<file path="config.mk">
export PLATFORM = sky130hd
export DESIGN_NAME = sample_capture
export DESIGN_NICKNAME = d
export VERILOG_FILES = /design/src/rtl/sample_capture_pkg.sv /design/src/rtl/sample_capture_input_synchronizer.sv /design/src/rtl/sample_capture.sv
export SDC_FILE = /design/constraint.sdc
export NUM_CORES = 1
export LEC_CHECK = 0
export CORE_MARGIN = 2
export CORE_UTILIZATION = 53
export CTS_CLUSTER_SIZE = 40
export DETAILED_ROUTE_END_ITERATION = 8
export PLACE_DENSITY = 0.85
export REMOVE_ABC_BUFFERS = 1
export SLEW_MARGIN = 0
export SYNTH_ARGS = -nofsm -noshare
export SYNTH_HDL_FRONTEND = slang
export SYNTH_HIERARCHICAL = 1
export SYNTH_SLANG_ARGS = --single-unit
</file>
<file path="constraint.sdc">
create_clock -name clk -period 4.71 [get_ports clk]
set_clock_uncertainty 0.05 [all_clocks]
set_input_delay 0.471 -clock clk [delete_from_list [all_inputs] [get_ports clk]]
set_output_delay 0.471 -clock clk [all_outputs]
set_load 0.05 [all_outputs]
</file>
<file path="src/rtl/sample_capture_pkg.sv">
// Shared configuration for the logic-analyzer capture front end.
// Holds the default sizes and the capture FSM state encoding.
package sample_capture_pkg;

   localparam int DEF_CHANNEL_COUNT    = 10;
   localparam int DEF_SAMPLE_BUFF_SIZE = 640;
   localparam int DEF_DIV_WIDTH        = 16;
   localparam int DEF_SYNC_STAGES      = 2;

   typedef enum logic [1:0] {
      IDLE    = 2'd0,
      ARMED   = 2'd1,
      CAPTURE = 2'd2,
      DONE    = 2'd3
   } capture_state_t;

endpackage

</file>
<file path="src/rtl/sample_capture_input_synchronizer.sv">
// Per-bit flop chain that brings asynchronous probe inputs into the clk domain.
// Every stage clears to 0 on reset.
module input_synchronizer #(
   parameter int WIDTH  = 1,
   parameter int STAGES = 2
)(
   input  logic             clk,
   input  logic             reset,
   input  logic [WIDTH-1:0] d,
   output logic [WIDTH-1:0] q
);

   genvar gi;
   generate
      for (gi = 0; gi < WIDTH; gi++) begin : g_bit
         logic [STAGES-1:0] chain;

         always_ff @(posedge clk or posedge reset) begin
            if (reset) begin
               chain <= '0;
            end else begin
               chain <= {chain[STAGES-2:0], d[gi]};
            end
         end

         assign q[gi] = chain[STAGES-1];
      end
   endgenerate

endmodule

</file>
<file path="src/rtl/sample_capture.sv">
// Capture front end: synchronizes and decimates the probes, waits for a trigger,
// then streams a fixed number of samples into the per-channel SIPO buffers.
module sample_capture
   import sample_capture_pkg::*;
#(
   parameter int  CHANNEL_COUNT    = DEF_CHANNEL_COUNT,
   parameter int  SAMPLE_BUFF_SIZE = DEF_SAMPLE_BUFF_SIZE,
   parameter int  DIV_WIDTH        = DEF_DIV_WIDTH,
   parameter int  SYNC_STAGES      = DEF_SYNC_STAGES,
   localparam int COUNT_WIDTH      = $clog2(SAMPLE_BUFF_SIZE + 1)
)(
   input  logic                     clk,
   input  logic                     reset,
   input  logic [CHANNEL_COUNT-1:0] chan_in,
   input  logic [CHANNEL_COUNT-1:0] chan_enable,
   input  logic [DIV_WIDTH-1:0]     div_value,
   input  logic [CHANNEL_COUNT-1:0] trig_mask,
   input  logic [CHANNEL_COUNT-1:0] trig_value,
   input  logic                     trig_edge,
   input  logic                     arm,
   input  logic                     abort,
   output logic                     sample_shift,
   output logic [CHANNEL_COUNT-1:0] sample_data,
   output logic                     armed,
   output logic                     capturing,
   output logic                     capture_done,
   output logic [COUNT_WIDTH-1:0]   sample_count
);

   logic [CHANNEL_COUNT-1:0] s;
   capture_state_t           state;
   capture_state_t           state_next;
   logic [DIV_WIDTH-1:0]     div_cnt;
   logic                     run;
   logic                     tick;
   logic                     cond;
   logic                     cond_prev;
   logic                     prev_valid;
   logic                     trigger;
   logic                     shift_now;
   logic [COUNT_WIDTH-1:0]   count_inc;
   logic                     last_sample;

   input_synchronizer #(
      .WIDTH  (CHANNEL_COUNT),
      .STAGES (SYNC_STAGES)
   ) u_sync (
      .clk   (clk),
      .reset (reset),
      .d     (chan_in),
      .q     (s)
   );

   // The >= compare keeps a lowered div_value from wrapping the counter.
   assign run  = (state == ARMED) || (state == CAPTURE);
   assign tick = run && (div_cnt >= div_value);

   // An edge needs a false sample actually observed in ARMED, so a condition
   // already true at arm time does not fire until it drops and returns.
   assign cond    = (((s ^ trig_value) & trig_mask) == '0);
   assign trigger = trig_edge ? (cond && !cond_prev && prev_valid) : cond;

   assign shift_now   = tick && (((state == ARMED) && trigger) || (state == CAPTURE));
   assign count_inc   = sample_count + 1'b1;
   assign last_sample = (count_inc == COUNT_WIDTH'(SAMPLE_BUFF_SIZE));

   always_comb begin
      state_next = state;
      if (abort) begin
         state_next = IDLE;
      end else begin
         case (state)
            IDLE:    if (arm) state_next = ARMED;
            ARMED:   if (shift_now) state_next = last_sample ? DONE : CAPTURE;
            CAPTURE: if (shift_now && last_sample) state_next = DONE;
            DONE:    if (arm) state_next = ARMED;
            default: state_next = IDLE;
         endcase
      end
   end

   always_ff @(posedge clk or posedge reset) begin
      if (reset) begin
         state        <= IDLE;
         div_cnt      <= '0;
         cond_prev    <= 1'b0;
         prev_valid   <= 1'b0;
         sample_shift <= 1'b0;
         sample_data  <= '0;
         armed        <= 1'b0;
         capturing    <= 1'b0;
         capture_done <= 1'b0;
         sample_count <= '0;
      end else begin
         state        <= state_next;
         armed        <= (state_next == ARMED);
         capturing    <= (state_next == CAPTURE);
         capture_done <= (state_next == DONE);
         sample_shift <= shift_now && !abort;

         if (shift_now && !abort) begin
            sample_data <= s & chan_enable;
         end

         if (abort || ((state_next == ARMED) && (state != ARMED))) begin
            sample_count <= '0;
         end else if (shift_now) begin
            sample_count <= count_inc;
         end

         // Outside ARMED/CAPTURE the divider sits at 0, which also clears it on entry.
         div_cnt <= (run && !tick) ? div_cnt + 1'b1 : '0;

         if (state != ARMED) begin
            cond_prev  <= 1'b0;
            prev_valid <= 1'b0;
         end else if (tick) begin
            cond_prev  <= cond;
            prev_valid <= 1'b1;
         end
      end
   end

endmodule

</file>
==> results by group, run 1 <==
Setup path
  • Critical Path RT: between 4 and 5 ns
  • Reg2reg setup slack: around 1.6 ns
  • Arrival time worst endpoint: ~3.5 ns
  • Crit Path Category: in -> reg
  • Slowest cell delay on critical path: 0.56 ns
  • CP endpoint kind: flip-flop
  • Crit path max fanout: 22
  • Cell with the most instances on the worst path: or4_1
  • CP cell instances: clkdlybuf4s50_1, inv_1, ha_1, and4_1, nand2_1, or4_1, nand3_2, o211ai_4, buf_4, or4_1, a21oi_1
  • Slowest-stage cell, CP: or4_1
  • Worst setup SP type: input pin

Floorplan
  • Die X: about 84 um
  • # IOs: 85
  • Core area: roughly 0.0062 mm^2
  • Die ar.: between 0.007 and 0.008 mm^2
  • Std cell rows: 29
  • Starting Density: 54.0%
  • DIE HEIGHT: ~84 um

Logic synthesis
  • Synth Register Bits: 64
  • Cells after synthesis: about 340
  • Post-synthesis cell area: approximately 0.0034 mm^2
  • Synth cell count leaders: dfrtp_1 (64), nor2_1 (31), inv_1 (28)
  • Synth Warn #: 6
  • Top FF cell, synth: dfrtp_1
  • Synth top area share: a little under half
  • Post-synth EDFFs: 0
  • Distinct cells, synth: 50
  • Average size of a mapped cell: around 10 um^2
  • Synth area leader: dfrtp_1
  • Sequential area share after synthesis: between 40 and 50%
  • FFs w/ async S/R, synth: between 90% and 100%
  • Synth area leaders: dfrtp_1 (48%), ha_1 (7.8%), xor2_1 (4.9%)
  • Cell with the most instances after synthesis: dfrtp_1

Detailed routing
  • WL/cell: about 14 um
  • First-pass iteration count of the detailed router: 4
  • Initial DRC Count: 155
  • Routed Antenna Nets: 0
  • Final wirelength: 6.79 mm
  • Post-route DRC: 0
  • Routed vias: ~2.7k
  • Vias per cell: roughly 5.4

Run status
  • Status: completed

STA
  • Hold Vio Cnt, Final: 0
  • Worst Hold Slack: about 0.30 ns
  • Period minus WS final: roughly 3.3 ns
  • Top achievable clock speed: around 300 MHz
  • Slew Viols, Final: 0
  • Unrepaired setup endpoints after global routing: false
  • TNS Setup: 0 ns
  • Final setup fails: 0
  • Max_slew headroom: 40.0%
  • Least-Margin Pin Slew: ~0.90 ns
  • Crit share post-route: between 60% and 70%

GRT
  • Largest net degree at the start of global routing: 45
  • Vias in the first global route: around 2.6k
  • Overall global routing resource usage: between 20% and 30%
  • First-pass GRT wire length: approximately 12 mm
  • Antenna violations before repair: 0
  • Total gr overflow: 0

Cells and area
  • Area growth from synthesis to layout: 29.5%
  • Final #Nets: between 400 and 500
  • Antenna diodes: 0
  • Share of cells above drive strength 1: 5.97%

CTS
  • Cts bufs inserted: 9
  • Root Buffer: clkbuf_8
  • Clock-pin slew on the worst setup and hold paths: around 0.080 ns
  • CTS Buffer Depth: 2
  • Gates resized, CTS repair: 0
  • H-tree depth: 3
  • CTS Hold Bufs: 0
  • Clock Latency Late Sink: roughly 0.34 ns
  • Post-CTS Setup Inserts: 0
  • CTS tree: done
  • Clock sink count: 64

Power and ir drop
  • Max rail drop VDD: around 0.21 mV
  • Power Density: ~290 mW/mm^2
  • Leakage power: approximately 1.9 nW

Hold path
  • HP Class: reg -> reg

Place
  • Count of input and output buffers: 84
  • GP Congestion: between 0.8 and 0.9
  • DP Wirelength: approximately 5.2 mm

Run
  • Max-cap violations: 0
## worst max-delay path, delay by kind of cell
family          cells  cell delay [ns]
compound gates      2             0.39
buf+inv             3             0.79
fa+ha+maj           1             0.31
simple gates        5             1.55
## logic make-up (layout without fill, tap and decap cells)
family                     Yosys count  in the layout  synth area share (%)
buffers and inverters               48            129                  6.76
DFF                                 64             64                  47.5
adders and majority gates           21             21                  7.80
AOI/OAI and AO/OA                   76             76                  16.0
muxes                                2              2                 0.631
xor gates and xnor gates            25             25                  6.50
and+or+nand+nor                    102            102                  14.7
## layout by cell type, fill, tap and decap left out, types with 4 or more instances in the layout
cell type and instances:
xor2_1 19, o21ai_1 17, nand2_1 25, nand4_1 8, or3_1 8, clkbuf_8 9
nor2_1 31, and3_1 4, clkdlybuf4s50_1 84, nand3_1 11, xnor2_1 6, o31ai_1 12
a21oi_1 15, ha_1 21, inv_1 27, dfrtp_1 64
## final timing paths
path	start	cells after the start	end
setup / recovery	div_value[15]	11	sample_count[7]
hold / removal	u_sync/g_bit[7].chain[0]	0	u_sync/g_bit[7].chain[1]
setup reg to reg	div_cnt[13]	9	sample_count[7]
hold reg to reg	u_sync/g_bit[7].chain[0]	0	u_sync/g_bit[7].chain[1]
max in group asynchronous	reset	2	div_cnt[2]
min in group asynchronous	reset	2	u_sync/g_bit[2].chain[1]
## registers in the layout (all words and copies together) (netlist names)
register / count
armed: 1
capture_done: 1
capturing: 1
cond_prev: 1
div_cnt: 16
prev_valid: 1
sample_count: 10
sample_data: 10
sample_shift: 1
state: 2
u_sync/g_bit.chain: 20
## area by class of cell
class                           count  area (um^2)
Clock buffer                        9          124
Multi-Input combinational cell    226         1540
Inverter                           28          105
Sequential cell                    64         1600
Clock inverter                      7         48.8
Tap cell                           77         96.3
Timing Repair Buffer               85          848
Fill cell                         478         1880
## per-stage QoR
| stage | cell area, um^2 | utilization, % | power (W) | std cells | setup WS, ns |
|---|---|---|---|---|---|
| floorplan | 3250 | - | 0.000763 | 318 | 1.90 |
| global placement | 4190 | 67.1 | 0.000861 | 480 | 1.18 |
| detailed placement | 4190 | 67.1 | 0.000870 | 480 | 1.09 |
| CTS | 4360 | 69.9 | 0.00128 | 496 | 1.44 |
| global route | 4360 | 69.9 | 0.00134 | 496 | 1.29 |
| finish | 4360 | 69.9 | 0.00127 | 496 | 1.42 |
## power by group
group | switching (W) | internal [W]
logic | 0.000153 | 0.000117
registers | 0.0000164 | 0.000573
clock network | 0.000217 | 0.000190
total | 0.000387 | 0.000880
## per-layer routing
metal  track usage [%]  up-vias  part of all wire, %
met2              34.0       75                   49
met1              26.5     1262                   43
met4              9.38        0                  2.2
met3              6.53       15                  6.2
met5                 0        -                    0
li1                  -     1327                    -
No activity file was read; power rests on OpenSTA's default activity.
==> run 2: changes to the inputs <==
--- a/config.mk
+++ b/config.mk
@@ -6,10 +6,10 @@
 export NUM_CORES = 1
 export LEC_CHECK = 0
 export CORE_MARGIN = 2
-export CORE_UTILIZATION = 53
+export CORE_UTILIZATION = 49
 export CTS_CLUSTER_SIZE = 40
 export DETAILED_ROUTE_END_ITERATION = 8
-export PLACE_DENSITY = 0.85
+export PLACE_DENSITY = 0.8
 export REMOVE_ABC_BUFFERS = 1
 export SLEW_MARGIN = 0
 export SYNTH_ARGS = -nofsm -noshare
==> constraint.sdc (replaced) <==
create_clock -name clk -period 3.2 [get_ports clk]
set_clock_uncertainty 0.05 [all_clocks]
set_input_delay 0.32 -clock clk [delete_from_list [all_inputs] [get_ports clk]]
set_output_delay 0.32 -clock clk [all_outputs]
set_load 0.05 [all_outputs]
==> run 2 against run 1 <==
  * Sequential share of layout area down 0.77 points
  * Final area grew 2.2%
  * Clock power up 93%
  * Largest power group unchanged
  * Non-clock buffer count is 3 higher
  * First-iteration DRC count decreased by 15%
  * Worst setup slack got worse by 1.1 ns
  * Utilization down 3.6 points
  * Total power is 63% higher
  * Critical path type is now reg -> reg
  * Clock-buffer cell count unchanged
==> results by group, run 2 (synthesis results as in run 1) <==
Floorplan
  • Starting Density: 50.1% (was 54.0%)
  • Die X: 86.9 um (was 83.7 um)
  • Core area: 0.00672 mm^2 (was 0.00624 mm^2)
  • # IOs: 85 (unchanged)
  • Std cell rows: 30 (was 29)
  • Die ar.: 0.00755 mm^2 (was 0.00701 mm^2)
  • DIE HEIGHT: 86.9 um (was 83.7 um)

Detailed routing
  • Routed Antenna Nets: 0 (unchanged)
  • Initial DRC Count: 131 (was 155)
  • WL met3: 351 um (was 418 um)
  • Met2 wire len: 3.58 mm (was 3.31 mm)
  • Post-route DRC: 0 (unchanged)
  • Top Layer Used: met4 (unchanged)
  • Vias per cell: 5.44 (was 5.40)
  • WL/cell: 14.6 um (was 13.7 um)
  • WL met1: 3.31 mm (was 2.92 mm)
  • Final wirelength: 7.36 mm (was 6.79 mm)
  • First-pass iteration count of the detailed router: 4 (unchanged)
  • Routed vias: 2,737 (was 2,679)

Setup path
  • Worst R2R End: sample_count[0] (was sample_count[7])
  • Crit path max fanout: 11 (was 22)
  • Cell with the most instances on the worst path: buf_4 (was or4_1)
  • Crit Path Category: reg -> reg (was in -> reg)
  • CP endpoint kind: flip-flop (unchanged)
  • Arrival time worst endpoint: 3.02 ns (was 3.50 ns)
  • Reg2reg setup slack: 0.33 ns (was 1.62 ns)
  • Number of buffers and inverters on the critical path: 3 (unchanged)
  • R2R depth: 11 (was 9)
  • Slowest-stage cell, CP: a2111oi_1 (was or4_1)
  • Worst setup SP type: flip-flop (was input pin)
  • Slowest cell delay on critical path: 0.49 ns (was 0.56 ns)
  • CP Depth: 11 (unchanged)
  • Crit path from: div_cnt[0] (was div_value[15])
  • Worst Setup EP: sample_count[0] (was sample_count[7])
  • Top delay family on crit path: compound AO/OA/AOI/OAI gates (was simple AND/OR/NAND/NOR gates)
  • CP cell instances: inv_1, ha_1, nand2b_1, a2111oi_1, buf_4, or4_1, nand3_2, o211ai_4, buf_4, xor2_1, nor2_1 (was clkdlybuf4s50_1, inv_1, ha_1, and4_1, nand2_1, or4_1, nand3_2, o211ai_4, buf_4, or4_1, a21oi_1)
  • Critical Path RT: 3.35 ns (was 4.93 ns)
  • Worst r2r src: div_cnt[0] (was div_cnt[13])

GRT
  • Vias in the first global route: 2,713 (was 2,580)
  • Overall global routing resource usage: 20.8% (was 21.2%)
  • Total gr overflow: 0 (unchanged)
  • First-pass GRT wire length: 12.3 mm (was 11.7 mm)
  • Largest net degree at the start of global routing: 45 (unchanged)
  • Antenna violations before repair: 0 (unchanged)

CTS
  • Gates resized, CTS repair: 0 (unchanged)
  • Root Buffer: clkbuf_8 (unchanged)
  • Clock-pin slew on the worst setup and hold paths: 0.08 ns (about the same)
  • Cts bufs inserted: 9 (unchanged)
  • H-tree depth: 3 (unchanged)
  • Clock Latency Late Sink: 0.34 ns (about the same)
  • CTS tree: done (unchanged)
  • CTS Buffer Depth: 2 (unchanged)
  • CTS Hold Bufs: 0 (unchanged)
  • Post-CTS Setup Inserts: 0 (unchanged)
  • Clock sink count: 64 (unchanged)

Power and ir drop
  • Power Density: 464 mW/mm^2 (was 290 mW/mm^2)
  • Leakage power: 1.95 nW (was 1.91 nW)
  • Max rail drop VDD: 0.360 mV (was 0.215 mV)

Place
  • DP Wirelength: 5.40 mm (was 5.20 mm)
  • GP Congestion: 0.823 (was 0.842)
  • Count of input and output buffers: 84 (unchanged)

Cells and area
  • Area growth from synthesis to layout: 32.3% (was 29.5%)
  • Register Area: 0.00160 mm^2 (unchanged)
  • Max reg flops: 20 (unchanged)
  • Antenna diodes: 0 (unchanged)
  • Largest registers: u_sync/g_bit.chain x20, div_cnt x16 (unchanged)
  • Final #Nets: 500 (was 496)
  • Commonest non-fill, non-tap cell in the layout: clkdlybuf4s50_1 (unchanged)
  • Share of cells above drive strength 1: 6.86% (was 5.97%)
  • FILL cells: 548 (was 478)
  • Multi-input logic area: 0.00155 mm^2 (was 0.00154 mm^2)
  • Most frequent cells in the layout: clkdlybuf4s50_1 (84), dfrtp_1 (64), nor2_1 (31) (unchanged)
  • Largest register by flop count: u_sync/g_bit.chain (unchanged)

STA
  • TNS Setup: 0 ns (unchanged)
  • Crit share post-route: between 80% and 90%
  • Max_slew headroom: 39.5% (was 40.0%)
  • Hold Vio Cnt, Final: 0 (unchanged)
  • Top achievable clock speed: between 300 and 400 MHz
  • Least-Margin Pin Slew: 0.907 ns (was 0.898 ns)
  • Worst Hold Slack: 0.302 ns (was 0.300 ns)
  • Period minus WS final: around 2.9 ns
  • Slew Viols, Final: 0 (unchanged)
  • Unrepaired setup endpoints after global routing: false (unchanged)
  • Final setup fails: 0 (unchanged)

Run
  • Max-cap violations: 0 (unchanged)

Hold path
  • HP Class: reg -> reg (unchanged)

Run status
  • Status: completed (unchanged)
## run 2: layout make-up
class / instances / share of cell area (%)
Clock buffer: 9 / 2.78
Multi-Input combinational cell: 227 / 34.8
Sequential cell: 64 / 35.9
Tap cell: 80 / 2.25
Clock inverter: 7 / 2.30
Inverter: 28 / 2.36
Timing Repair Buffer: 88 / 19.5
## run 2: power breakdown
part           internal (W)  total [W]  switching [W]
clock network      0.000446   0.000787       0.000340
registers          0.000843   0.000867      0.0000238
logic              0.000179   0.000415       0.000236
total               0.00147    0.00207       0.000600
## run 2: routing by layer
metal,global-route usage (%),vias up
li1,-,1343
met1,26.7,1297
met2,34.6,84
met3,4.45,13
met4,7.67,0
met5,0,-
## run 2: how the worst min path moves through the flow
stage,from,to,cells past startpoint
floorplan,reset,u_sync/g_bit[0].chain[0],1
global placement,u_sync/g_bit[4].chain[0],u_sync/g_bit[4].chain[1],0
detailed placement,u_sync/g_bit[2].chain[0],u_sync/g_bit[2].chain[1],0
CTS,u_sync/g_bit[6].chain[0],u_sync/g_bit[6].chain[1],0
global route,u_sync/g_bit[8].chain[0],u_sync/g_bit[8].chain[1],0
finish,u_sync/g_bit[6].chain[0],u_sync/g_bit[6].chain[1],0
## run 2: per-stage QoR
step	cell area (um^2)	worst slack, ns	utilization (%)	total power (W)	cells
CTS	4440	0.173	66.1	0.00207	502
detailed placement	4220	-0.124	62.8	0.00129	486
finish	4460	0.330	66.3	0.00207	503
global placement	4220	-0.0633	62.8	0.00128	486
floorplan	3250	0.482	-	0.00112	318
global route	4460	0.0973	66.3	0.00217	503
## run 2: worst register-to-register path, delay by kind of cell (launching register included)
| family | cells | cell delay [ns] |
|---|---|---|
| buffers and inverters | 3 | 0.50 |
| and+or+nand+nor | 4 | 0.50 |
| AOI/OAI and AO/OA | 2 | 0.89 |
| adders and majority gates | 1 | 0.26 |
| xor gates and xnor gates | 1 | 0.15 |
| DFF | 1 | 0.40 |
==> run 3: changes to the inputs <==
--- a/config.mk
+++ b/config.mk
@@ -5,9 +5,10 @@
 export SDC_FILE = /design/constraint.sdc
 export NUM_CORES = 1
 export LEC_CHECK = 0
+export CORE_ASPECT_RATIO = 1.5
 export CORE_MARGIN = 2
 export CORE_UTILIZATION = 49
-export CTS_CLUSTER_SIZE = 40
+export CTS_CLUSTER_SIZE = 10
 export DETAILED_ROUTE_END_ITERATION = 8
 export PLACE_DENSITY = 0.8
 export REMOVE_ABC_BUFFERS = 1
==> run 3 against run 2 <==
  * Register-to-register slack got worse by 0.17 ns
  * Combinational power fell by 2%
  * Critical endpoint unchanged
  * Maximum frequency fell by 5.5%
  * Total power rose by 3.4%
  * Critical path depth did not move
  * Final cell count fell by 0.40%
  * Sequential power barely moved
  * Worst setup slack got worse by 0.17 ns
  * Utilization fell by 0.12 points
==> results by group, run 3 (synthesis results as in run 1) <==
STA
  • Slew Viols, Final: 0 (unchanged)
  • Period minus WS final: 3.04 ns (was 2.87 ns)
  • Hold Vio Cnt, Final: 0 (unchanged)
  • Crit share post-route: 95.0% (was 89.7%)
  • Top achievable clock speed: 329 MHz (was 348 MHz)
  • Least-Margin Pin Slew: 0.904 ns (was 0.907 ns)
  • Final setup fails: 0 (unchanged)
  • Worst Slack Setup Final: 0.162 ns (was 0.330 ns)
  • Unrepaired setup endpoints after global routing: false (unchanged)
  • Max_slew headroom: 39.7% (was 39.5%)

Cells and area
  • Fin cells: 501 (was 503)
  • Largest register by flop count: u_sync/g_bit.chain (unchanged)
  • Largest registers: u_sync/g_bit.chain x20, div_cnt x16 (unchanged)
  • Most frequent cells in the layout: clkdlybuf4s50_1 (84), dfrtp_1 (64), nor2_1 (31) (unchanged)
  • Post-layout util: 66.2% (was 66.3%)
  • Share of cells above drive strength 1: 6.86% (unchanged)
  • Register Area: 0.00160 mm^2 (unchanged)
  • Area growth from synthesis to layout: 32.9% (was 32.3%)
  • Final #Nets: 500 (unchanged)
  • Multi-input logic area: 0.00154 mm^2 (was 0.00155 mm^2)
  • Max reg flops: 20 (unchanged)
  • Antenna diodes: 0 (unchanged)
  • Commonest non-fill, non-tap cell in the layout: clkdlybuf4s50_1 (unchanged)
  • FILL cells: 519 (was 548)

Floorplan
  • Std cell rows: 37 (was 30)
  • # IOs: 85 (unchanged)
  • DIE HEIGHT: 106 um (was 86.9 um)
  • Starting Density: 49.8% (was 50.1%)
  • Core area: 0.00676 mm^2 (was 0.00672 mm^2)
  • Die ar.: 0.00757 mm^2 (was 0.00755 mm^2)
  • Die X: 71.7 um (was 86.9 um)

Detailed routing
  • First-pass iteration count of the detailed router: 4 (unchanged)
  • WL/cell: 14.1 um (was 14.6 um)
  • Final wirelength: 7.06 mm (was 7.36 mm)
  • Routed vias: 2,750 (was 2,737)
  • Vias per cell: 5.49 (was 5.44)
  • Initial DRC Count: 231 (was 131)
  • Post-route DRC: 0 (unchanged)
  • Routed Antenna Nets: 0 (unchanged)

Setup path
  • CP endpoint kind: flip-flop (unchanged)
  • CP cell instances: inv_1, ha_1, nand2b_1, a2111oi_1, buf_4, or4_1, nand3_2, o211ai_4, buf_4, xor2_1, nor2_1 (unchanged)
  • Critical Path RT: 3.35 ns (about the same)
  • Top delay family on crit path: compound AO/OA/AOI/OAI gates (unchanged)
  • Slowest cell delay on critical path: 0.58 ns (was 0.49 ns)
  • Cell with the most instances on the worst path: buf_4 (unchanged)
  • Crit path max fanout: 18 (was 11)
  • Arrival time worst endpoint: 3.19 ns (was 3.02 ns)
  • Number of buffers and inverters on the critical path: 3 (unchanged)
  • Worst setup SP type: flip-flop (unchanged)
  • Slowest-stage cell, CP: a2111oi_1 (unchanged)
  • Crit Path Category: reg -> reg (unchanged)

CTS
  • H-tree depth: 3 (unchanged)
  • Clock-pin slew on the worst setup and hold paths: 0.07 ns (was 0.08 ns)
  • Post-CTS Setup Inserts: 0 (unchanged)
  • Clock sink count: 64 (unchanged)
  • CTS Buffer Depth: 2 (unchanged)
  • CTS tree: done (unchanged)
  • Clock Latency Late Sink: 0.34 ns (about the same)
  • Cts bufs inserted: 9 (unchanged)
  • Root Buffer: clkbuf_8 (unchanged)

Hold path
  • HP Class: reg -> reg (unchanged)

Place
  • GP Congestion: 0.838 (was 0.823)
  • DP Wirelength: 5.23 mm (was 5.40 mm)
  • Setup slack at placement: -0.113 ns (was -0.124 ns)
  • Placed Instances: 485 (was 486)
  • Count of input and output buffers: 84 (unchanged)

Power and ir drop
  • Leakage power: 1.96 nW (was 1.95 nW)
  • Max rail drop VDD: 0.365 mV (was 0.360 mV)
  • Power Density: 478 mW/mm^2 (was 464 mW/mm^2)
  • Seq pwr share: 40.6% (was 41.9%)
  • Switch share: 26.8% (was 29.0%)
  • Combinational fraction of design power: 19.0% (was 20.1%)
  • Tot Pwr: 0.00214 W (was 0.00207 W)
  • NetSw: 0.000573 W (was 0.000600 W)
  • Clk pwr share: 40.4% (was 38.0%)
  • Int Pwr: 0.00157 W (was 0.00147 W)

GRT
  • Vias in the first global route: 2,664 (was 2,713)
  • Largest net degree at the start of global routing: 45 (unchanged)
  • Antenna violations before repair: 0 (unchanged)
  • Total gr overflow: 0 (unchanged)
  • Overall global routing resource usage: 20.1% (was 20.8%)
  • First-pass GRT wire length: 11.9 mm (was 12.3 mm)

Run status
  • Status: completed (unchanged)

Run
  • Max-cap violations: 0 (unchanged)
==> run 3: cell count changes in the layout (fill, tap and decap cells not counted), sizes merged <==
cell and change:
buf +1, bufinv +1, clkbuf +1, clkinv -1
inv -1, o211ai -1
==> run 3: layout make-up <==
class,instances,area share (%)
sequential,64,35.8
multi-input combinational,226,34.4
clock buffer,10,3.08
clock inverter,6,2.57
tap,78,2.18
inverter,28,2.35
timing repair buffer,89,19.6
==> run 3: path summary, 6_finish.rpt <==
path	from	endpoint	slack [ns]	cells past startpoint
min in group asynchronous	reset	u_sync/g_bit[6].chain[0]	0.38	2
worst min-delay path	u_sync/g_bit[0].chain[0]	u_sync/g_bit[0].chain[1]	0.30	0
worst max-delay path	div_cnt[0]	sample_count[0]	0.16	11
worst max register to register	div_cnt[0]	sample_count[0]	0.16	11
worst min register to register	u_sync/g_bit[0].chain[0]	u_sync/g_bit[0].chain[1]	0.30	0
max in group asynchronous	reset	sample_data[0]	2.06	2
==> run 3: per-layer routing <==
layer,GRT usage (%),vias up,wire length (um)
li1,-,1335,-
met1,23.1,1330,2800
met2,34.2,75,3750
met3,6.12,10,381
met4,8.09,0,131
met5,0,-,0
==> run 3: per-stage QoR <==
step	hold slack (ns)	area, um^2	setup TNS (ns)
final	0.300	4480	0
after global routing	0.308	4480	0
after CTS	0.303	4470	0
after detailed placement	0.286	4220	-0.430
after global placement	0.283	4220	-0.0963
after floorplan	0.234	3250	0
==> run 3: power groups by stage <==
stage	clock [W]	sequential, W	combinational, W
after global placement	0	0.000881	0.000395
after CTS	0.000874	0.000868	0.000407
after floorplan	0	0.000903	0.000220
after global routing	0.000914	0.000871	0.000452
final	0.000864	0.000868	0.000407
after detailed placement	0	0.000883	0.000405
==> run 3: worst reg2reg max path, delay by kind of cell (launching register included) <==
family | cells | cell delay, ns
AO/OA/AOI/OAI | 2 | 1.04
buffers and inverters | 3 | 0.53
AND/OR/NAND/NOR | 4 | 0.45
flip-flops | 1 | 0.41
adder cells (fa/ha/maj) | 1 | 0.26
XOR/XNOR | 1 | 0.15
==> run 3: repair_timing <==
action	4_1_cts	5_1_grt
gates resized for setup	0	1
hold buffers	0	0
endpoints found under the setup margin	0	15
==> RTL change (settings of run 2) <==
Set the package constant `DEF_DIV_WIDTH` to 18 (it was 16).
--- a/src/rtl/sample_capture_pkg.sv
+++ b/src/rtl/sample_capture_pkg.sv
@@ -5,5 +5,5 @@
    localparam int DEF_CHANNEL_COUNT    = 10;
    localparam int DEF_SAMPLE_BUFF_SIZE = 640;
-   localparam int DEF_DIV_WIDTH        = 16;
+   localparam int DEF_DIV_WIDTH        = 18;
    localparam int DEF_SYNC_STAGES      = 2;
 
Ports: changed (resized div_value); port bits go from 85 to 87. The function was not compared with the original's and may differ.
==> RTL change against run 2 <==
- non-clock buffer count grew 1
- worst setup slack gained 0.20 ns
- critical endpoint is now sample_count[8]
- final cell count grew 5.6%
- final area grew 3.4%
- area after synthesis grew 4.4%
- sequential share of layout area shrank 0.085 points
- total power shrank 2.9%
- wire length grew 1.8%
- largest power group unchanged
- sequential cell count grew 2
- critical path depth shrank 2
==> RTL change: results (changes against run 2) <==
metric,value,unit,change
irDropWorstVdd,318,uV,was 360 uV
grtUsageMet3,0.0625,,was 0.0445
largestRegisters,"u_sync/g_bit.chain: 20 flops, div_cnt: 18 flops",,"was u_sync/g_bit.chain: 20 flops, div_cnt: 16 flops"
nets,517,,was 500
min_to,u_sync/g_bit[7].chain[1],,was u_sync/g_bit[6].chain[1]
worstRegToRegCells,9,,was 11
syn_inst,348,,was 338
multi_input_area,0.00161,mm^2,was 0.00155 mm^2
dr.first_iter.drc_count,157,,was 131
post-place-ws,0.240,ns,was -0.124 ns
wl_per_cell,14.1,um,was 14.6 um
synth-seq-area-share,0.470,,was 0.475
grt_use_met2,0.369,,was 0.346
place.gp.congestion,0.926,,was 0.823
power.leakage,2.05,nW,was 1.95 nW
crit_end,sample_count[8],,was sample_count[0]
worstPathArrival,2.89,ns,was 3.02 ns
vias,2774,,was 2737
yosys-top-cells-area,"dfrtp_1, ha_1, xor2_1",,unchanged
grt_max_degree,47,,was 45
status,completed,,unchanged
startpoint,state[1],,was div_cnt[0]
fmax,0.374,GHz,was 0.348 GHz
reg2reg_slack,0.53,ns,was 0.33 ns
crit_path_max_fanout,10,,was 11
tightestPinTransition,0.971,ns,was 0.907 ns
grt_usage,0.207,,was 0.208
grt_util_met1,0.226,,was 0.267
numPortBuffers,86,,was 84
synthTopCellsByCount,"dfrtp_1, inv_1, nor2_1, nand2_1, ha_1",,"was dfrtp_1, nor2_1, inv_1, nand2_1, ha_1"
drive_gt1_frac,0.0621,,was 0.0686
[RTL change: area by class of cell]
cell class | count | area share
well taps | 96 | 0.0261
multi-input cells | 226 | 0.350
clock inverters | 5 | 0.0120
flip-flops and latches | 66 | 0.358
clock buffers | 10 | 0.0299
inverters | 39 | 0.0318
repair buffers | 89 | 0.192
[RTL change: power breakdown]
part	internal [mW]	switching, mW	total, mW
Combinational	0.182	0.252	0.433
Sequential	0.869	0.0251	0.894
Clock	0.373	0.307	0.680
Total	1.42	0.583	2.01
[RTL change: cell families after synthesis]
family,after synthesis,synth area share
xor gates and xnor gates,33,0.0822
muxes,10,0.0285
adders and majority gates,23,0.0819
DFF,66,0.470
and+or+nand+nor,108,0.154
AOI/OAI and AO/OA,52,0.112
buffers and inverters,56,0.0715
[RTL change: layer usage]
metal | up-vias | share of wire
met5 | - | 0
met4 | 0 | 0.019
met3 | 11 | 0.071
met2 | 83 | 0.50
met1 | 1326 | 0.40
li1 | 1354 | -
